[src/rtl/muldiv_sequencer.sv]
// Multi-cycle multiply/divide sequencer owning the HI/LO pair beside the ALU.
// Shift-add multiply / restoring divide on magnitudes, sign fixed up in a final cycle.
module muldiv_sequencer #(
  parameter int n = 32
) (
  input  logic         clk,
  input  logic         reset,
  input  logic         start,
  input  logic [1:0]   op,
  input  logic [n-1:0] a,
  input  logic [n-1:0] b,
  input  logic         hi_we,
  input  logic         lo_we,
  input  logic [n-1:0] wdata,
  input  logic         rd_req,
  output logic [n-1:0] hi,
  output logic [n-1:0] lo,
  output logic         busy,
  output logic         done,
  output logic         divzero,
  output logic         stall
);

  localparam int cnt_w = $clog2(n);

  typedef enum logic [1:0] {IDLE, RUN, FIX} state_t;

  state_t             state, state_nxt;
  logic [cnt_w-1:0]   cnt;
  logic               is_div, neg_res, neg_rem, b_zero;
  logic [n-1:0]       m, acc_hi, acc_lo, a_orig;

  // operand preparation
  logic               is_signed;
  logic [n-1:0]       a_abs, b_abs;

  // iteration datapath
  logic [n:0]         add_sum;
  logic [n:0]         rem_sh;
  logic               fits;
  logic [n-1:0]       rem_sub;

  // final correction
  logic [2*n-1:0]     prod, prod_fix;
  logic [n-1:0]       res_hi, res_lo;

  assign is_signed = ~op[0];
  assign a_abs     = (is_signed && a[n-1]) ? -a : a;
  assign b_abs     = (is_signed && b[n-1]) ? -b : b;

  // Multiply: acc_hi is the running upper half, acc_lo holds the multiplier
  // shifting out LSB-first while product bits shift in from the top.
  assign add_sum   = {1'b0, acc_hi} + {1'b0, (acc_lo[0] ? m : {n{1'b0}})};

  // Divide: acc_hi is the partial remainder, acc_lo shifts dividend out and
  // quotient bits in. The remainder stays below m, so the n-bit subtract is exact.
  assign rem_sh    = {acc_hi, acc_lo[n-1]};
  assign fits      = rem_sh >= {1'b0, m};
  assign rem_sub   = rem_sh[n-1:0] - m;

  assign prod      = {acc_hi, acc_lo};
  assign prod_fix  = neg_res ? -prod : prod;

  always_comb begin
    res_hi = prod_fix[2*n-1:n];
    res_lo = prod_fix[n-1:0];
    if (is_div) begin
      if (b_zero) begin
        res_hi = a_orig;
        res_lo = {n{1'b1}};
      end else begin
        res_hi = neg_rem ? -acc_hi : acc_hi;
        res_lo = neg_res ? -acc_lo : acc_lo;
      end
    end
  end

  always_comb begin
    state_nxt = state;
    busy      = 1'b0;
    case (state)
      IDLE: if (start) state_nxt = RUN;
      RUN: begin
        busy = 1'b1;
        if (cnt == '0) state_nxt = FIX;
      end
      FIX: begin
        busy      = 1'b1;
        state_nxt = IDLE;
      end
      default: state_nxt = IDLE;
    endcase
    stall = busy & (start | rd_req | hi_we | lo_we);
  end

  always_ff @(posedge clk or posedge reset) begin
    if (reset) begin
      state   <= IDLE;
      cnt     <= '0;
      is_div  <= 1'b0;
      neg_res <= 1'b0;
      neg_rem <= 1'b0;
      b_zero  <= 1'b0;
      m       <= '0;
      acc_hi  <= '0;
      acc_lo  <= '0;
      a_orig  <= '0;
      hi      <= '0;
      lo      <= '0;
      done    <= 1'b0;
      divzero <= 1'b0;
    end else begin
      state <= state_nxt;
      done  <= 1'b0;
      case (state)
        IDLE: begin
          if (start) begin
            cnt     <= cnt_w'(n - 1);
            is_div  <= op[1];
            neg_res <= is_signed & (a[n-1] ^ b[n-1]);
            neg_rem <= is_signed & a[n-1];
            b_zero  <= (b == '0);
            a_orig  <= a;
            acc_hi  <= '0;
            m       <= op[1] ? b_abs : a_abs;
            acc_lo  <= op[1] ? a_abs : b_abs;
            divzero <= 1'b0;
          end else begin
            // start takes priority; mthi/mtlo only land on a non-start idle edge
            if (hi_we) hi <= wdata;
            if (lo_we) lo <= wdata;
          end
        end
        RUN: begin
          cnt <= cnt - 1'b1;
          if (is_div) begin
            acc_hi <= fits ? rem_sub : rem_sh[n-1:0];
            acc_lo <= {acc_lo[n-2:0], fits};
          end else begin
            {acc_hi, acc_lo} <= {add_sum, acc_lo[n-1:1]};
          end
        end
        FIX: begin
          hi   <= res_hi;
          lo   <= res_lo;
          done <= 1'b1;
          if (is_div && b_zero) divzero <= 1'b1;
        end
        default: ;
      endcase
    end
  end

endmodule
[config.mk]
export PLATFORM = sky130hd
export DESIGN_NAME = muldiv_sequencer
export DESIGN_NICKNAME = d
export VERILOG_FILES = /design/src/rtl/muldiv_sequencer.sv
export SDC_FILE = /design/constraint.sdc
export NUM_CORES = 1
export LEC_CHECK = 0
export ABC_CLOCK_PERIOD_IN_PS = 9150
export BUFFER_PORTS_ARGS = -buffer_cell sky130_fd_sc_hd__buf_2
export CELL_PAD_IN_SITES_DETAIL_PLACEMENT = 1
export CELL_PAD_IN_SITES_GLOBAL_PLACEMENT = 1
export CORE_MARGIN = 5
export CORE_UTILIZATION = 25
export CTS_BUF_LIST = sky130_fd_sc_hd__clkbuf_4
export DETAILED_ROUTE_END_ITERATION = 8
export PLACE_DENSITY = 0.58
export SYNTH_ARGS = -nofsm -noshare
export SYNTH_HDL_FRONTEND = slang
export SYNTH_SLANG_ARGS = --single-unit
[constraint.sdc]
create_clock -name clk -period 9.15 [get_ports clk]
set_clock_uncertainty 0.2 [all_clocks]
set_input_delay 2.2875 -clock clk [delete_from_list [all_inputs] [get_ports clk]]
set_output_delay 2.2875 -clock clk [all_outputs]
set_load 0.05 [all_outputs]
==> impl_metrics.yaml, run 1 <==
placement:
  hpwl_mm: 61.2
  place_congestion: 0.893
  post-place-ws_ns: 3.51
  placed_area_mm2: 0.0189
  place.port_buffers: 171
sta:
  max_slew_margin: 0.159
  whs_ns: 0.276
  hold_violations: 0
  slew_viol_final: 0
  worst_pin_slew_ns: 1.26
  setup_tns_ns: 0
  rsz0062_at_grt: "false"
  layout_setup_ws_ns: 3.61
  setup_viol: 0
  timing.final.crit_period_ns: 5.54
  fin_crit_sh: 0.606
  max_clock_freq_ghz: 0.180
global_routing:
  grt_pass1_vias: 18247
  grt.total_usage: 0.204
  grt_antenna_before_repair: 7
  globalRouteOverflowTotal: 0
  grt_pass1_wl_mm: 117
  grt_max_degree: 108
synthesis:
  async_flop_share: 1.00
  syn_area_per_cell_um2: 7.88
  yosys_register_bits: 205
  syn_inst: 2194
  ys_seq_area_frac: 0.297
  yosysWarnings: 0
  synthFlopType: "dfrtp_1"
  yosysUniqueCellTypes: 79
  synth_edf_count: 0
  synth_fp_nets: 2373
  synth.cell_area_mm2: 0.0173
clocking:
  clkLatencyLatePin_ns: 0.80
  cts_resized: 0
  post-cts-setup-buffers: 0
  clockBufferDepth: 3
  cts.sinks: 205
  clkTransAtPathRegs_ns: 0.06
  cts_buffers: 69
  cts_tree: "done"
  holdBufCountCts: 0
  clockRootBuffer: "clkbuf_4"
  htreeDepth: 3
worst_setup_path:
  crit_type: "input pin to primary output"
  required_ns: 6.66
  arrival_ns: 3.06
  reg2reg_from: "acc_hi[20]$_DFFE_PP0P_"
  startpoint_type: "input pin"
  worst-path-max-fanout: 6
  cp-startpoint: "start"
  end_kind: "primary output"
power:
  total_power_mw: 8.20
  combPwrFrac: 0.625
  pwr-share-clk: 0.128
  cellInternalPower_mw: 3.70
  vdd.ir_drop.worst_mv: 0.132
  leakagePower_nw: 8.36
  power.switching_mw: 4.50
  power_frac_seq: 0.247
  power.density_mw_per_mm2: 413
  switching_share: 0.549
floorplanning:
  die_area_mm2: 0.0745
  io_pins: 172
  fp.dieH_um: 273
  num_rows: 96
  core-area_mm2: 0.0686
  die_width_um: 273
  initial_core_util: 0.252
run:
  cap_violations: 0
min_path:
  hold_class: "flop to flop"
  worstHoldStart: "lo[16]$_DFFE_PP0P_"
detailed_routing:
  wl_mm: 78.7
  drt_iter0_drc: 1117
  vias: 17803
  drt_pre_antenna_iters: 6
  viasPerCell: 5.41
  ant_nets: 0
  drc: 0
  wl_per_cell_um: 23.9
finish:
  syn2layout_area_growth_pct: 14.7
  register_area_mm2: 0.00513
  drive_gt1_frac: 0.163
  final_nets: 2489
  final_area_mm2: 0.0198
  multi_input_area_mm2: 0.0113
  fillCellCount: 8346
run_status:
  outcome: "finished, final reports clean"
## worst max-delay path, stage by stage
cell and delay, ns:
buf_2 0.15, o41a_1 0.40, buf_2 0.22
## layer usage
metal / part of all wire / track usage / vias up
met5: 0.00033 / 0 / -
met4: 0.032 / 0.0664 / 6
met3: 0.059 / 0.0433 / 123
met2: 0.46 / 0.327 / 516
met1: 0.45 / 0.275 / 8955
li1: - / - / 8203
## registers in the layout, summed over array words and instances, names as in the netlist
register / cells
a_orig: 32
acc_hi: 32
acc_lo: 32
b_zero: 1
cnt: 5
divzero: 1
done: 1
hi: 32
is_div: 1
lo: 32
m: 32
neg_rem: 1
neg_res: 1
state: 2
## area by class of cell
type | instances | area share
tap | 931 | 0.0588
clock buffer | 96 | 0.0364
clock inverter | 23 | 0.00871
multi-input combinational | 1763 | 0.570
timing repair buffer | 195 | 0.0524
antenna | 3 | 0.000379
inverter | 76 | 0.0148
sequential | 205 | 0.259
## cell usage in the layout (no fill, tap or decap), drive strengths merged, types with 17 or more instances in the layout
master | netlist | final
nand2b | 24 | 24
a21o | 44 | 44
o21ai | 215 | 215
a211oi | 29 | 29
clkbuf | 122 | 96
mux2i | 48 | 48
buf | 28 | 195
nand2 | 244 | 244
a31oi | 19 | 19
a22oi | 17 | 17
o31ai | 29 | 29
nor3 | 43 | 43
nor2 | 212 | 212
o22ai | 48 | 48
inv | 76 | 79
or4 | 24 | 24
mux2 | 54 | 54
o211ai | 18 | 18
xor2 | 65 | 65
ha | 73 | 73
xnor2 | 113 | 113
a21oi | 199 | 199
or3 | 20 | 20
clkinv | 0 | 17
nand3 | 26 | 26
dfrtp | 205 | 205
## cells by family after synthesis
family	Yosys count	share of synthesized area
buffers and inverters	226	0.0518
XOR/XNOR	178	0.0902
adder cells (fa/ha/maj)	75	0.0552
multiplexers	102	0.0630
flip-flops	205	0.297
AO/OA/AOI/OAI	725	0.259
AND/OR/NAND/NOR	683	0.184
## through the flow
step / cells / util
floorplan: 2194 / -
global placement: 3170 / 0.276
detailed placement: 3170 / 0.276
CTS: 3289 / 0.289
global route: 3291 / 0.289
finish: 3292 / 0.289
## final timing paths
path / end / slack, ns / cells after the start
max in group asynchronous: acc_hi[21]$_DFFE_PP0P_ / 5.92 / 3
min in group asynchronous: hi[3]$_DFFE_PP0P_ / 1.42 / 2
min reg2reg: lo[16]$_DFFE_PP0P_ / 0.28 / 2
max reg2reg: acc_hi[20]$_DFFE_PP0P_ / 4.45 / 11
min: lo[16]$_DFFE_PP0P_ / 0.28 / 2
max: stall / 3.61 / 3
## synth_stat cells (all sizes together), types with 17 or more instances
cell type | n | area (um^2)
a211oi | 29 | 218
xnor2 | 113 | 990
a21o | 44 | 330
nand2 | 244 | 916
a31oi | 19 | 119
xor2 | 65 | 569
nand3 | 26 | 130
o211ai | 18 | 135
clkbuf | 122 | 458
nor3 | 43 | 220
or4 | 24 | 199
nor2 | 212 | 796
or3 | 20 | 130
mux2i | 48 | 480
ha | 73 | 913
a22oi | 17 | 128
o31ai | 29 | 218
o21ai | 215 | 1080
a21oi | 199 | 996
mux2 | 54 | 608
o22ai | 48 | 300
inv | 76 | 285
nand2b | 24 | 150
dfrtp | 205 | 5130
buf | 28 | 151
## power groups by stage
| stage | Combinational [mW] | Sequential, mW | Clock (mW) |
|---|---|---|---|
| detailed placement | 5.07 | 2.03 | 0 |
| global route | 5.57 | 2.07 | 1.14 |
| floorplan | 3.34 | 2.08 | 0 |
| finish | 5.12 | 2.02 | 1.05 |
| global placement | 5.00 | 2.01 | 0 |
| CTS | 5.10 | 2.01 | 1.09 |
No activity file was read; power rests on OpenSTA's default activity.
==> run 2, diff against run 1 <==
--- a/config.mk
+++ b/config.mk
@@ -5,7 +5,7 @@
 export SDC_FILE = /design/constraint.sdc
 export NUM_CORES = 1
 export LEC_CHECK = 0
-export ABC_CLOCK_PERIOD_IN_PS = 9150
+export ABC_CLOCK_PERIOD_IN_PS = 4560
 export BUFFER_PORTS_ARGS = -buffer_cell sky130_fd_sc_hd__buf_2
 export CELL_PAD_IN_SITES_DETAIL_PLACEMENT = 1
 export CELL_PAD_IN_SITES_GLOBAL_PLACEMENT = 1
@@ -13,7 +13,7 @@
 export CORE_UTILIZATION = 25
 export CTS_BUF_LIST = sky130_fd_sc_hd__clkbuf_4
 export DETAILED_ROUTE_END_ITERATION = 8
-export PLACE_DENSITY = 0.58
+export PLACE_DENSITY = 0.6
 export SYNTH_ARGS = -nofsm -noshare
 export SYNTH_HDL_FRONTEND = slang
 export SYNTH_SLANG_ARGS = --single-unit
==> constraint.sdc (replaced) <==
create_clock -name clk -period 4.56 [get_ports clk]
set_clock_uncertainty 0.2 [all_clocks]
set_input_delay 1.14 -clock clk [delete_from_list [all_inputs] [get_ports clk]]
set_output_delay 1.14 -clock clk [all_outputs]
set_load 0.05 [all_outputs]
==> impl_metrics.yaml, run 2 (synthesis results as in run 1) <==
run_status:
  outcome: "finished, final reports clean"
power:
  power_frac_seq: 0.227
  power.switching_mw: 9.15
  vdd.ir_drop.worst_mv: 0.256
  leakagePower_nw: 8.59
  combPwrFrac: 0.655
  power.density_mw_per_mm2: 825
  pwr-share-clk: 0.118
  cellInternalPower_mw: 7.52
  switching_share: 0.549
sta:
  setup_viol: 0
  worst_pin_slew_ns: 1.24
  timing.final.crit_period_ns: 4.25
  rsz0062_at_grt: "false"
  slew_viol_final: 0
  max_clock_freq_ghz: 0.235
  fin_crit_sh: 0.933
  hold_violations: 0
  setup_tns_ns: 0
  max_slew_margin: 0.174
detailed_routing:
  met3WireLength_mm: 4.73
  drc: 0
  wl_per_cell_um: 23.8
  viasPerCell: 5.41
  drt_iter0_drc: 1228
  drt_pre_antenna_iters: 7
  ant_nets: 0
  wl_mm: 79.7
  wl_met2_mm: 36.4
  maxUsedRoutingLayer: "met5"
  met1_length_mm: 36.2
  vias: 18072
floorplanning:
  initial_core_util: 0.252
  fp.dieH_um: 273
  die_width_um: 273
  die_area_mm2: 0.0745
  io_pins: 172
  core-area_mm2: 0.0686
  num_rows: 96
worst_setup_path:
  required_ns: 5.07
  arrival_ns: 4.76
  end_kind: "flop"
  startpoint_type: "flop"
  crit_type: "flop to flop"
  worst-path-max-fanout: 14
clocking:
  cts_tree: "done"
  clkLatencyLatePin_ns: 0.83
  clockRootBuffer: "clkbuf_4"
  cts.sinks: 205
  cts_resized: 0
  holdBufCountCts: 0
  htreeDepth: 3
  clockBufferDepth: 3
  post-cts-setup-buffers: 0
  clkTransAtPathRegs_ns: 0.06
  cts_buffers: 69
global_routing:
  grt_antenna_before_repair: 8
  grt_max_degree: 87
  globalRouteOverflowTotal: 0
  grt_pass1_vias: 18505
  grt.total_usage: 0.207
  grt_pass1_wl_mm: 119
finish:
  stdcell_count: 3342
  final_nets: 2542
  final_common_cell: "nand2_1"
  drive_gt1_frac: 0.180
  mostFrequentLayoutCells: "nand2_1, nor2_1, o21ai_0, dfrtp_1, a21oi_1"
  syn2layout_area_growth_pct: 16.9
placement:
  place.port_buffers: 171
  dp.cells: 3223
  place_congestion: 0.911
  hpwl_mm: 63.0
run:
  cap_violations: 0
min_path:
  hold_class: "input pin to async pin"
[run 2: changes by cell type in the layout (fill, tap and decap cells not counted)]
cell,change
buf_4,+50
bufinv_16,-2
clkinv_2,+1
inv_8,-1
clkbuf_4,-4
clkinvlp_4,+2
clkinv_4,+1
buf_12,+3
inv_2,-3
inv_6,+3
[run 2: per-stage QoR]
| stage | area, um^2 | util | total power [mW] | hold WS [ns] | worst slack, ns |
|---|---|---|---|---|---|
| final | 20200 | 0.295 | 16.7 | 0.233 | 0.307 |
| after global routing | 20200 | 0.294 | 17.8 | 0.216 | 0.0599 |
| after CTS | 20200 | 0.294 | 16.6 | 0.164 | 0.361 |
| after detailed placement | 19400 | 0.282 | 14.6 | 0.264 | 0.380 |
| after global placement | 19400 | 0.282 | 14.4 | 0.263 | 0.402 |
| after floorplan | 17300 | - | 10.9 | 0.250 | 0.562 |
[run 2: area by class of cell]
cell class              count  area, um^2
repair buffers            248        1470
well taps                 931        1160
flip-flops and latches    205        5130
clock inverters            24         149
inverters                  76         289
fillers                  8380       48400
diodes                      3        7.51
multi-input cells        1763       11300
clock buffers              92         691
[run 2: path summary, 6_finish.rpt]
check	slack [ns]	startpoint	cells after the start	to
min	0.23	reset	2	hi[2]$_DFFE_PP0P_
min in group clk	0.27	hi[14]$_DFFE_PP0P_	2	hi[14]$_DFFE_PP0P_
max in group asynchronous	2.96	reset	3	is_div$_DFFE_PP0P_
max reg2reg	0.31	acc_lo[0]$_DFFE_PP0P_	13	acc_hi[30]$_DFFE_PP0P_
min reg2reg	0.27	hi[14]$_DFFE_PP0P_	2	hi[14]$_DFFE_PP0P_
max	0.31	acc_lo[0]$_DFFE_PP0P_	13	acc_hi[30]$_DFFE_PP0P_
[run 2: critical path, cell delays in order, from the launching register on]
cell and delay (ns):
dfrtp_1 0.47, inv_1 0.30, buf_4 0.27, nor2_1 0.08, ha_1 0.37, a21oi_1 0.26, o21bai_1 0.12, o41ai_1 0.47
o21ai_0 0.16, a41oi_1 0.44, o221ai_1 0.24, a21boi_0 0.24, mux2_2 0.35, o21ai_0 0.16
[run 2: layer usage]
metal,global-route usage,vias to the layer above
met1,0.285,9096
met2,0.331,545
met5,0,-
li1,-,8305
met3,0.0371,120
met4,0.0663,6
[run 2: power by group through the flow]
stage	registers [mW]	clock network [mW]	logic, mW
global route	3.88	2.14	11.8
global placement	3.75	0	10.6
finish	3.79	1.96	10.9
CTS	3.76	2.03	10.9
floorplan	4.18	0	6.71
detailed placement	3.79	0	10.8
